### config.mk
export PLATFORM = sky130hd
export DESIGN_NAME = pipe_stage_reg
export DESIGN_NICKNAME = d
export VERILOG_FILES = /design/src/rtl/pipe_stage_reg.sv
export SDC_FILE = /design/constraint.sdc
export NUM_CORES = 1
export LEC_CHECK = 0
export ABC_AREA = 0
export BUFFER_PORTS_ARGS = -buffer_cell sky130_fd_sc_hd__buf_2
export CORE_ASPECT_RATIO = 0.6
export CORE_MARGIN = 10
export CORE_UTILIZATION = 30
export DETAILED_ROUTE_END_ITERATION = 16
export PLACE_DENSITY = 0.6
export SLEW_MARGIN = 20
export SYNTH_ARGS = -nofsm -noshare
export SYNTH_HDL_FRONTEND = slang
export SYNTH_SLANG_ARGS = --single-unit
### constraint.sdc
create_clock -name clk -period 5.43 [get_ports clk]
set_input_delay 0 -clock clk [delete_from_list [all_inputs] [get_ports clk]]
set_output_delay 0 -clock clk [all_outputs]
set_load 0.02 [all_outputs]
### src/rtl/pipe_stage_reg.sv
// Elastic pipeline register between core stages: valid/ready handshake, hazard stall/flush,
// optional skid slot for a registered in_ready, and saturating backpressure/drop counters.
module pipe_stage_reg #(
  parameter int WIDTH     = 32,
  parameter int SKID      = 0,
  parameter int CNT_WIDTH = 16
) (
  input  logic                 clk,
  input  logic                 reset,
  input  logic                 in_valid,
  output logic                 in_ready,
  input  logic [WIDTH-1:0]     in_data,
  output logic                 out_valid,
  input  logic                 out_ready,
  output logic [WIDTH-1:0]     out_data,
  input  logic                 stall,
  input  logic                 flush,
  input  logic                 clear_counters,
  output logic [1:0]           occupancy,
  output logic [CNT_WIDTH-1:0] backpressure_cnt,
  output logic [CNT_WIDTH-1:0] drop_cnt
);

  logic             main_valid;
  logic             skid_valid;
  logic [WIDTH-1:0] main_data;
  logic [WIDTH-1:0] skid_data;
  logic             room;
  logic             in_xfer;
  logic             out_xfer;
  logic             bp_event;
  logic [1:0]       drop_amt;
  logic [CNT_WIDTH:0] bp_sum;
  logic [CNT_WIDTH:0] drop_sum;

  // With a skid slot, room depends only on a flop so in_ready never sees out_ready.
  assign room      = (SKID == 0) ? (!main_valid || out_ready) : !skid_valid;
  assign in_ready  = !reset && !flush && !stall && room;
  assign in_xfer   = in_valid && in_ready;
  assign out_xfer  = main_valid && out_ready;
  assign out_valid = main_valid;
  assign out_data  = main_data;
  assign occupancy = {1'b0, main_valid} + {1'b0, skid_valid};

  always_ff @(posedge clk or posedge reset) begin
    if (reset) begin
      main_valid <= 1'b0;
      skid_valid <= 1'b0;
      main_data  <= '0;
      skid_data  <= '0;
    end else if (flush) begin
      main_valid <= 1'b0;
      skid_valid <= 1'b0;
      main_data  <= '0;
      skid_data  <= '0;
    end else if (SKID == 0) begin
      if (in_xfer) begin
        main_data  <= in_data;
        main_valid <= 1'b1;
      end else if (out_xfer) begin
        main_valid <= 1'b0;
      end
    end else begin
      if (!main_valid || out_xfer) begin
        if (skid_valid) begin
          main_data  <= skid_data;
          main_valid <= 1'b1;
          skid_valid <= in_xfer;
          if (in_xfer) begin
            skid_data <= in_data;
          end
        end else if (in_xfer) begin
          main_data  <= in_data;
          main_valid <= 1'b1;
        end else begin
          main_valid <= 1'b0;
        end
      end else if (in_xfer) begin
        skid_data  <= in_data;
        skid_valid <= 1'b1;
      end
    end
  end

  // A bundle leaving downstream in the flush cycle is delivered, not dropped.
  assign bp_event = in_valid && !in_ready;
  assign drop_amt = flush ? ({1'b0, main_valid && !out_ready} + {1'b0, skid_valid}) : 2'd0;
  assign bp_sum   = {1'b0, backpressure_cnt} + {{CNT_WIDTH{1'b0}}, bp_event};
  assign drop_sum = {1'b0, drop_cnt} + {{(CNT_WIDTH-1){1'b0}}, drop_amt};

  always_ff @(posedge clk or posedge reset) begin
    if (reset) begin
      backpressure_cnt <= '0;
      drop_cnt         <= '0;
    end else if (clear_counters) begin
      backpressure_cnt <= '0;
      drop_cnt         <= '0;
    end else begin
      backpressure_cnt <= bp_sum[CNT_WIDTH] ? '1 : bp_sum[CNT_WIDTH-1:0];
      drop_cnt         <= drop_sum[CNT_WIDTH] ? '1 : drop_sum[CNT_WIDTH-1:0];
    end
  end

endmodule

==> impl_metrics.json, run 1 <==
{
  "outcome": "completed",
  "critPathRequiredTime_ps": 5650,
  "num_rows": 28,
  "post_cts_buffers": 0,
  "drive_gt1_share_pct": 29.0,
  "max_stage_delay_ps": 520,
  "cp-end-kind": "register",
  "clock-sinks": 65,
  "r2r-start": "out_valid$_DFFE_PP0P_",
  "grt_pass1_vias": 2635,
  "fin_util_pct": 43.5,
  "cts_buffer_depth": 2,
  "die_w_um": 149,
  "vias": 2671,
  "yosys.area.top_type_share_pct": 54.3,
  "fin_worst_skew_ps": 7.15,
  "clk_pin_slew_ps": 50,
  "grt_usage_pct": 11.9,
  "period_share_pct": 42.0,
  "finalWeightedCongestion": 0.760,
  "grt_max_degree": 66,
  "hold_viol": 0,
  "maxCapViolCount": 0,
  "synthesis.area_um2": 2990,
  "slew_headroom_pct": 33.1,
  "worstHoldStart": "out_ready",
  "worstMarginPinSlew_ps": 1000,
  "grt_overflow": 0,
  "cts_tree": "yes",
  "ys_async_sr_fraction_pct": 100,
  "remaining_drc_errors": 0,
  "power_uw": 1170,
  "worstSetupPathType": "in2reg",
  "slew_violations": 0,
  "port_buffers": 105,
  "synth_area_leaders": "dfrtp_1 (54%), o21ai_0 (5.7%), inv_1 (5.0%)",
  "critPathMaxFanout": 18,
  "antenna_left": 0,
  "crit_arrival_ps": 2500,
  "drt_iter0_drc": 104,
  "die_y_um": 97.4,
  "synth.distinct_cells": 38,
  "final_cell_mix": "buf_2 (105), dfrtp_1 (65), inv_1 (39), o21ai_0 (34), dlygate4sd3_1 (33)",
  "syn-instance-count": 306,
  "grt_pass1_wl_um": 14000,
  "grt_antenna_before_repair": 0,
  "nFillCells": 986,
  "fin_nets": 484,
  "root_buffer": "clkbuf_16",
  "path_common_cell": "ha_1",
  "cp-startpoint": "flush",
  "avgSynthCellArea_um2": 9.78,
  "synth-seq-cells": 65,
  "yosys.area.top_type": "dfrtp_1",
  "fp.coreArea_um2": 9810,
  "antenna-diode-count": 0,
  "ys.warnings.count": 0,
  "path_delay_family": "simple AND/OR/NAND/NOR gates",
  "crit_chain": "buf_2 > clkinv_1 > nor2_1 > ha_1 > ha_1 > nand3_1 > nor3_1 > a31oi_1 > a211oi_1",
  "ys.flop_type": "dfrtp_1",
  "dieArea_um2": 14500,
  "worstSkewPairLatency_ps": 320,
  "fin_crit_ps": 2280,
  "cts_made_buffers": 9,
  "hold_path_class": "in2reg",
  "wl_um": 8680,
  "wl_per_cell_um": 15.0,
  "synth_edf_count": 0,
  "synth_seq_area_share_pct": 54.3,
  "rsz0062_at_grt": "no",
  "vdd_drop_max_mv": 0.131,
  "timing.fmax_mhz": 438,
  "firstDrtPassIters": 5,
  "critPathSlowestCell": "clkinv_1",
  "setup_viol": 0,
  "power.density_nw_per_um2": 275,
  "leakage_uw": 0.00218,
  "dp_hpwl_um": 5960,
  "layout-area-overhead-vs-synth_pct": 42.4,
  "fin_setup_tns_ps": 0,
  "layout_commonest_cell": "buf_2",
  "start_util_pct": 30.5,
  "vias_per_cell": 4.61,
  "num_io_pins": 107,
  "cts_max_level": 3,
  "crit_buf_inv": 2,
  "worstSetupStartpointType": "primary input",
  "syn_nets": 349
}
==> where the power goes <==
part	internal, µW	switching, µW	leakage [µW]
combinational	42.1	55.3	0.00113
clock	376	197	0.000148
sequential	495	6.72	0.000899
==> layout make-up <==
type | instances | area (µm²) | share of cell area (%)
Clock buffer | 12 | 256 | 6.02
Clock inverter | 3 | 40.0 | 0.939
Inverter | 41 | 154 | 3.61
Multi-Input combinational cell | 185 | 1150 | 27.1
Sequential cell | 65 | 1630 | 38.2
Tap cell | 135 | 169 | 3.96
Timing Repair Buffer | 139 | 863 | 20.3
==> cells in the mapped netlist (3+ instances only) <==
cell type / number
o21ai_0: 34
nand3b_1: 15
nand2_1: 7
nor4_1: 4
a31oi_1: 5
clkbuf_1: 11
nand4_1: 6
xnor2_1: 17
nor3_1: 9
xor2_1: 3
o21ai_1: 4
inv_1: 40
a21oi_1: 22
nand3_1: 26
dfrtp_1: 65
ha_1: 4
nor2_1: 9
==> layer usage <==
layer  track usage, %  routed length, µm
met1             14.2               3840
met3             4.98                657
met2             18.8               4070
met4             4.06                118
met5                0                  0
==> repair_timing <==
action	in CTS	in global routing
gates resized for setup	0	0
hold buffers	33	0
endpoints found under the hold margin	97	0
endpoints found under the setup margin	0	0
==> stage by stage <==
stage | instance area (µm²) | worst slack [ps] | instances | hold slack [ps]
after floorplan | 2990 | 3300 | 306 | 92.9
after global placement | 3640 | 2970 | 532 | 253
after detailed placement | 3640 | 2810 | 532 | 256
after CTS | 4260 | 3140 | 580 | 58.6
after global routing | 4260 | 2840 | 580 | 93.4
final | 4260 | 3150 | 580 | 64.5
==> path summary, 6_finish.rpt <==
path / to / slack [ps] / depth (start not counted)
min in group asynchronous: out_data[5]$_DFFE_PP0P_ / 510 / 4
max in group asynchronous: out_data[3]$_DFFE_PP0P_ / 4380 / 4
setup / recovery: drop_cnt[14]$_DFF_PP0_ / 3150 / 9
hold / removal: out_valid$_DFFE_PP0P_ / 60 / 3
hold reg to reg: out_data[11]$_DFFE_PP0P_ / 500 / 2
setup reg to reg: backpressure_cnt[13]$_DFF_PP0_ / 3160 / 8
==> registers in the layout (all words and copies together) (netlist names) <==
name	count
backpressure_cnt	16
drop_cnt	16
out_data	32
out_valid	1
==> worst min-delay path: stages <==
cell and delay, ps:
buf_2 70, nand2b_1 170, o21ai_0 90
==> cell families (layout without fill, tap and decap cells) <==
family / after synthesis / after routing / synth area share [%]
AOI/OAI and AO/OA: 70 / 70 / 12.4
xor gates and xnor gates: 20 / 20 / 5.85
adders and majority gates: 4 / 4 / 1.67
buffers and inverters: 56 / 195 / 7.31
DFF: 65 / 65 / 54.3
other: 1 / 1 / 0.125
and+or+nand+nor: 90 / 90 / 18.3
(Power assumes the default switching activity.)
==> run 2: changes to the inputs <==
--- a/config.mk
+++ b/config.mk
@@ -5,13 +5,13 @@
 export SDC_FILE = /design/constraint.sdc
 export NUM_CORES = 1
 export LEC_CHECK = 0
-export ABC_AREA = 0
+export ABC_AREA = 1
 export BUFFER_PORTS_ARGS = -buffer_cell sky130_fd_sc_hd__buf_2
 export CORE_ASPECT_RATIO = 0.6
 export CORE_MARGIN = 10
 export CORE_UTILIZATION = 30
 export DETAILED_ROUTE_END_ITERATION = 16
-export PLACE_DENSITY = 0.6
+export PLACE_DENSITY = 0.61
 export SLEW_MARGIN = 20
 export SYNTH_ARGS = -nofsm -noshare
 export SYNTH_HDL_FRONTEND = slang
==> constraint.sdc (replaced) <==
create_clock -name clk -period 1.9 [get_ports clk]
set_input_delay 0 -clock clk [delete_from_list [all_inputs] [get_ports clk]]
set_output_delay 0 -clock clk [all_outputs]
set_load 0.02 [all_outputs]
==> run 2 against run 1 <==
The flow now finishes with violations (negative hold slack). Sequential share of layout area down 3.0 points. Global-route usage up 0.58 points. Count of clock-buffer cells in the layout up 1. First-iteration DRC count up 38%. Critical path depth up 1. Die area up 5.6%. Cell count up 20%. Wire length up 12%. Sequential power rose to 2.8 times the previous value. Area after synthesis up 6.8%. Setup slack worse by 3000 ps. Critical endpoint is now drop_cnt[13]$_DFF_PP0_. Largest cell class unchanged.
==> impl_metrics.json, run 2 <==
{
  "syn_nets": 452,
  "worstSkewPairLatency_ps": 330,
  "hold_path_class": "in2reg",
  "synth.distinct_cells": 27,
  "hold_slack_ps": -6.69,
  "firstDrtPassIters": 4,
  "wl_um": 9690,
  "timing.fmax_mhz": 555,
  "final_cell_mix": "nand2_1 (150), buf_2 (105), dfrtp_1 (65), inv_1 (50), dlygate4sd3_1 (34)",
  "grt_usage_pct": 12.5,
  "layoutNonFillerInstCount": 698,
  "outcome": "complete, but fails checks",
  "rr_worst_depth": 10,
  "fin_worst_skew_ps": 5.60,
  "swShare_pct": 21.5,
  "yosys.area.top_type_share_pct": 50.9,
  "remaining_drc_errors": 0,
  "ys.warnings.count": 0,
  "grt_pass1_vias": 3143,
  "wl_per_cell_um": 13.9,
  "fin_ws_ps": 99.7,
  "worstHoldStart": "out_ready",
  "die_y_um": 100,
  "drt_iter0_drc": 143,
  "nFillCells": 1054,
  "r2r-start": "out_valid$_DFFE_PP0P_",
  "dp_cells": 647,
  "cts_buffer_depth": 2,
  "synth_edf_count": 0,
  "finalWeightedCongestion": 0.839,
  "yosys-top-cells-count": "nand2_1 (153), dfrtp_1 (65), inv_1 (51), nor2_1 (38), nand3_1 (26)",
  "power.density_nw_per_um2": 766,
  "dieArea_um2": 15300,
  "start_util_pct": 30.5,
  "ys_async_sr_fraction_pct": 100,
  "synthesis.area_um2": 3200,
  "worstSetupStartpointType": "register",
  "cp-startpoint": "out_valid$_DFFE_PP0P_",
  "yosys.area.top_type": "dfrtp_1",
  "antenna-diode-count": 0,
  "grt_overflow": 0,
  "period_share_pct": 94.8,
  "r2r_slack_ps": 100,
  "seq_power_share_pct": 40.4,
  "drive_gt1_share_pct": 26.8,
  "leakage_uw": 0.00266,
  "cts_tree": "yes",
  "grt_antenna_before_repair": 0,
  "fin_setup_tns_ps": 0,
  "dp_hpwl_um": 7090,
  "critPathRequiredTime_ps": 2120,
  "multiInputGateArea_um2": 1370,
  "cts_made_buffers": 9,
  "largest_register_ffs": 32,
  "crit_arrival_ps": 2020,
  "hold_viol": 1,
  "clk_pin_slew_ps": 50,
  "critPathMaxFanout": 3,
  "worstSetupPathType": "reg2reg",
  "holdPathStages": 4,
  "slew_violations": 0,
  "setup_viol": 0,
  "fin_nets": 598,
  "clock-sinks": 65,
  "vias": 3105,
  "avgSynthCellArea_um2": 7.82,
  "layout-area-overhead-vs-synth_pct": 44.8,
  "fp.coreArea_um2": 10500,
  "reg2reg_to": "drop_cnt[13]$_DFF_PP0_",
  "maxCapViolCount": 0,
  "grt_pass1_wl_um": 15700,
  "cts_max_level": 3,
  "num_rows": 29,
  "seqCellArea_um2": 1630,
  "root_buffer": "clkbuf_16",
  "vdd_drop_max_mv": 0.431,
  "synth_seq_area_share_pct": 50.9,
  "power.net_switching_uw": 762,
  "cp-end-kind": "register",
  "power_frac_comb_pct": 8.0,
  "grt_max_degree": 37,
  "die_w_um": 153,
  "layout_commonest_cell": "nand2_1",
  "violations": "negative hold slack",
  "syn-instance-count": 409,
  "p_int_uw": 2790,
  "antenna_left": 0,
  "clockPowerShare_pct": 51.6,
  "fin_crit_ps": 1800,
  "pre_cts_slack_ps": -79.6,
  "synth-seq-cells": 65,
  "synth.most_common_cell": "nand2_1",
  "ys.flop_type": "dfrtp_1",
  "port_buffers": 105,
  "num_io_pins": 107,
  "holdPathEnd": "out_valid$_DFFE_PP0P_",
  "vias_per_cell": 4.45,
  "synth_area_leaders": "dfrtp_1 (51%), nand2_1 (18%), inv_1 (6.0%)",
  "rsz0062_at_grt": "no"
}
[run 2: cell types whose count changed in the layout (fill, tap and decap cells not counted), sizes merged, moves of 8 or more]
cell,change
a21oi,-8
nand3b,-14
inv,+11
o21ai,-31
nor2,+35
nor3,-9
nand2,+151
[run 2: cells by family (layout without fill, tap and decap cells)]
family	after synthesis	count (layout)	synth area share (%)
adder cells (fa/ha/maj)	4	4	1.57
buffers and inverters	63	213	7.94
XOR/XNOR	15	15	4.11
other	1	1	0.117
flip-flops	65	65	50.9
AND/OR/NAND/NOR	237	237	31.5
AO/OA/AOI/OAI	24	24	3.91
[run 2: area by class of cell]
| type | instances | area share, % |
|---|---|---|
| clock buffers | 13 | 5.84 |
| clock inverters | 2 | 1.30 |
| inverters | 52 | 4.24 |
| multi-input cells | 281 | 29.6 |
| flip-flops and latches | 65 | 35.1 |
| well taps | 139 | 3.76 |
| repair buffers | 146 | 20.1 |
[run 2: stage by stage]
step | total power [µW] | util [%] | instance area, µm² | hold slack [ps]
final | 3550 | 44.2 | 4630 | -6.69
after global placement | 1690 | 37.1 | 3890 | -119
after detailed placement | 1690 | 37.1 | 3890 | -120
after floorplan | 1580 | - | 3200 | 110
after CTS | 3610 | 43.7 | 4580 | 0.704
after global routing | 3690 | 44.2 | 4630 | 5.49
[run 2: what timing repair did]
item	CTS	global route
setup endpoints to repair	11	23
endpoints found under the hold margin	98	0
pin swaps	1	3
setup buffers	0	2
resized for setup	4	11
hold buffers	34	0
[run 2: critical path: stages, from the launching register on]
cell and delay [ps]:
dfrtp_1 370, nand2_2 90, nor2_2 150, ha_4 180, nand3_1 160, nor2_1 330
nand3_1 120, nand2_1 100, nand3_1 80, nand2_1 70, inv_1 40
[run 2: how the worst max path moves through the flow]
stage                                   endpoint  slack [ps]
after floorplan           drop_cnt[12]$_DFF_PP0_         130
after global placement    drop_cnt[14]$_DFF_PP0_          70
after detailed placement  drop_cnt[14]$_DFF_PP0_         -80
after CTS                 drop_cnt[13]$_DFF_PP0_          30
after global routing      drop_cnt[11]$_DFF_PP0_           1
final                     drop_cnt[13]$_DFF_PP0_         100
[run 2: power by group through the flow]
stage | sequential, µW | combinational, µW | clock, µW
after floorplan | 1490 | 90.0 | 0
after global placement | 1450 | 231 | 0
after detailed placement | 1460 | 235 | 0
after CTS | 1430 | 289 | 1880
after global routing | 1440 | 315 | 1940
final | 1430 | 284 | 1830
[run 2: layer usage]
| metal | GRT usage [%] | part of all wire [%] | vias to the layer above |
|---|---|---|---|
| met1 | 15.3 | 45 | 1443 |
| li1 | - | - | 1544 |
| met2 | 20.2 | 47 | 100 |
| met4 | 4.53 | 1.8 | 0 |
| met5 | 0 | 0 | - |
| met3 | 4.10 | 5.6 | 18 |
==> run 3: changes to the inputs <==
--- a/config.mk
+++ b/config.mk
@@ -7,11 +7,13 @@
 export LEC_CHECK = 0
 export ABC_AREA = 1
 export BUFFER_PORTS_ARGS = -buffer_cell sky130_fd_sc_hd__buf_2
+export CELL_PAD_IN_SITES_DETAIL_PLACEMENT = 0
+export CELL_PAD_IN_SITES_GLOBAL_PLACEMENT = 1
 export CORE_ASPECT_RATIO = 0.6
 export CORE_MARGIN = 10
 export CORE_UTILIZATION = 30
 export DETAILED_ROUTE_END_ITERATION = 16
-export PLACE_DENSITY = 0.61
+export PLACE_DENSITY = 0.78
 export SLEW_MARGIN = 20
 export SYNTH_ARGS = -nofsm -noshare
 export SYNTH_HDL_FRONTEND = slang
==> run 3 against run 2 <==
The flow now finishes without violations. Worst hold slack better by 33 ps. Count of clock-buffer cells in the layout is 1 lower. Setup slack better by 56 ps. First-iteration DRC count is 9.1% lower.
==> impl_metrics.json, run 3 (synthesis gave the netlist of run 2 again) <==
{
  "outcome": "completed",
  "grt_max_degree": 38,
  "power.density_nw_per_um2": 736,
  "layoutNonFillerInstCount": 696,
  "port_buffers": 105,
  "cts_tree": "yes",
  "slew_violations": 0,
  "crit_buf_inv": 5,
  "crit_arrival_ps": 1960,
  "cp.depth": 15,
  "placed_area_um2": 3880,
  "vias": 3050,
  "wl_per_cell_um": 13.6,
  "finalWeightedCongestion": 0.807,
  "fp.coreArea_um2": 10500,
  "clock-sinks": 65,
  "worstSetupStartpointType": "primary input",
  "grt_pass1_wl_um": 15500,
  "fin_util_pct": 43.4,
  "fin_crit_ps": 1740,
  "grt_pass1_vias": 3015,
  "dp_hpwl_um": 6910,
  "largest_register_ffs": 32,
  "dieArea_um2": 15300,
  "die_y_um": 100,
  "antenna-diode-count": 0,
  "firstDrtPassIters": 5,
  "critPathMaxFanout": 5,
  "hold_path_class": "in2reg",
  "nFillCells": 1109,
  "crit_chain": "dlygate4sd3_1 > buf_2 > nor2_1 > nand3_2 > nand2_1 > inv_1 > ha_1 > nand2_2 > nor2_4 > nand2_4 > inv_1 > nand2_1 > nand3_1 > nand2_1 > inv_1",
  "worstSetupPathType": "in2reg",
  "post_cts_buffers": 0,
  "grt_overflow": 0,
  "fin_worst_skew_ps": 3.75,
  "root_buffer": "clkbuf_16",
  "num_rows": 29,
  "fin_setup_tns_ps": 0,
  "slew_headroom_pct": 52.3,
  "pre_cts_slack_ps": -1.45,
  "period_share_pct": 91.8,
  "worstSkewPairLatency_ps": 320,
  "maxCapViolCount": 0,
  "drt_iter0_drc": 130,
  "grt_usage_pct": 12.3,
  "cp-end-kind": "register",
  "stdcell_area_um2": 4550,
  "clk_pin_slew_ps": 50,
  "rr_worst_depth": 13,
  "path_delay_family": "simple AND/OR/NAND/NOR gates",
  "hold_viol": 0,
  "worstMarginPinSlew_ps": 714,
  "leakage_uw": 0.00263,
  "dp_cells": 647,
  "antenna_left": 0,
  "holdPathStages": 4,
  "cts_made_buffers": 9,
  "fin_ws_ps": 155,
  "remaining_drc_errors": 0,
  "start_util_pct": 30.5,
  "grt_antenna_before_repair": 0,
  "cts_buffer_depth": 2,
  "fin_nets": 596,
  "layout-area-overhead-vs-synth_pct": 42.3,
  "setup_viol": 0,
  "vias_per_cell": 4.38,
  "final_cell_mix": "nand2_1 (151), buf_2 (105), dfrtp_1 (65), inv_1 (50)",
  "vdd_drop_max_mv": 0.460,
  "wl_um": 9470,
  "num_io_pins": 107,
  "max_stage_delay_ps": 540,
  "layout_commonest_cell": "nand2_1",
  "cts_max_level": 3,
  "drive_gt1_share_pct": 26.2,
  "seqCellArea_um2": 1630,
  "critPathSlowestCell": "dlygate4sd3_1",
  "critPathRequiredTime_ps": 2110,
  "timing.fmax_mhz": 573,
  "die_w_um": 153,
  "multiInputGateArea_um2": 1350
}
## run 3: per-stage QoR
| step | total power [µW] | hold WS [ps] |
|---|---|---|
| floorplan | 1580 | 110 |
| CTS | 3420 | 14.3 |
| global route | 3500 | 20.0 |
| detailed placement | 1690 | 119 |
| global placement | 1680 | 114 |
| finish | 3350 | 26.5 |
## run 3: power by group
group / leakage, µW / switching (µW) / internal (µW)
clock network: 0.000148 / 562 / 1070
logic: 0.00159 / 160 / 119
registers: 0.000899 / 19.8 / 1410
## run 3: final timing paths
path | to | slack, ps | from
setup / recovery | backpressure_cnt[13]$_DFF_PP0_ | 160 | reset
hold / removal | out_valid$_DFFE_PP0P_ | 30 | out_ready
setup reg to reg | backpressure_cnt[13]$_DFF_PP0_ | 160 | out_valid$_DFFE_PP0P_
hold reg to reg | out_data[11]$_DFFE_PP0P_ | 460 | out_data[11]$_DFFE_PP0P_
max in group asynchronous | out_data[31]$_DFFE_PP0P_ | 1180 | reset
min in group asynchronous | out_data[6]$_DFFE_PP0P_ | 330 | reset
## run 3: metal layers
metal	track usage, %	routed length, µm	vias to the layer above
li1	-	-	1538
met1	16.6	4590	1415
met2	17.8	4150	85
met3	4.31	547	12
met4	4.01	174	0
met5	0	0	-
## run 3: cell type report
type / count / share of cell area, %
Sequential cell: 65 / 35.8
Multi-Input combinational cell: 281 / 29.7
Timing Repair Buffer: 144 / 19.9
Clock buffer: 12 / 5.64
Inverter: 52 / 4.32
Tap cell: 139 / 3.82
Clock inverter: 3 / 0.880
## run 3: worst min-delay path, stage by stage
cell,delay [ps]
buf_2,90
inv_1,40
nand2_2,80
o22ai_1,80
## run 3: repair_timing
| action | CTS | global route |
|---|---|---|
| hold buffers | 34 | 0 |
| pin swaps | 0 | 1 |
| endpoints found under the setup margin | 1 | 18 |
| endpoints found under the hold margin | 98 | 0 |
| resized for setup | 1 | 9 |
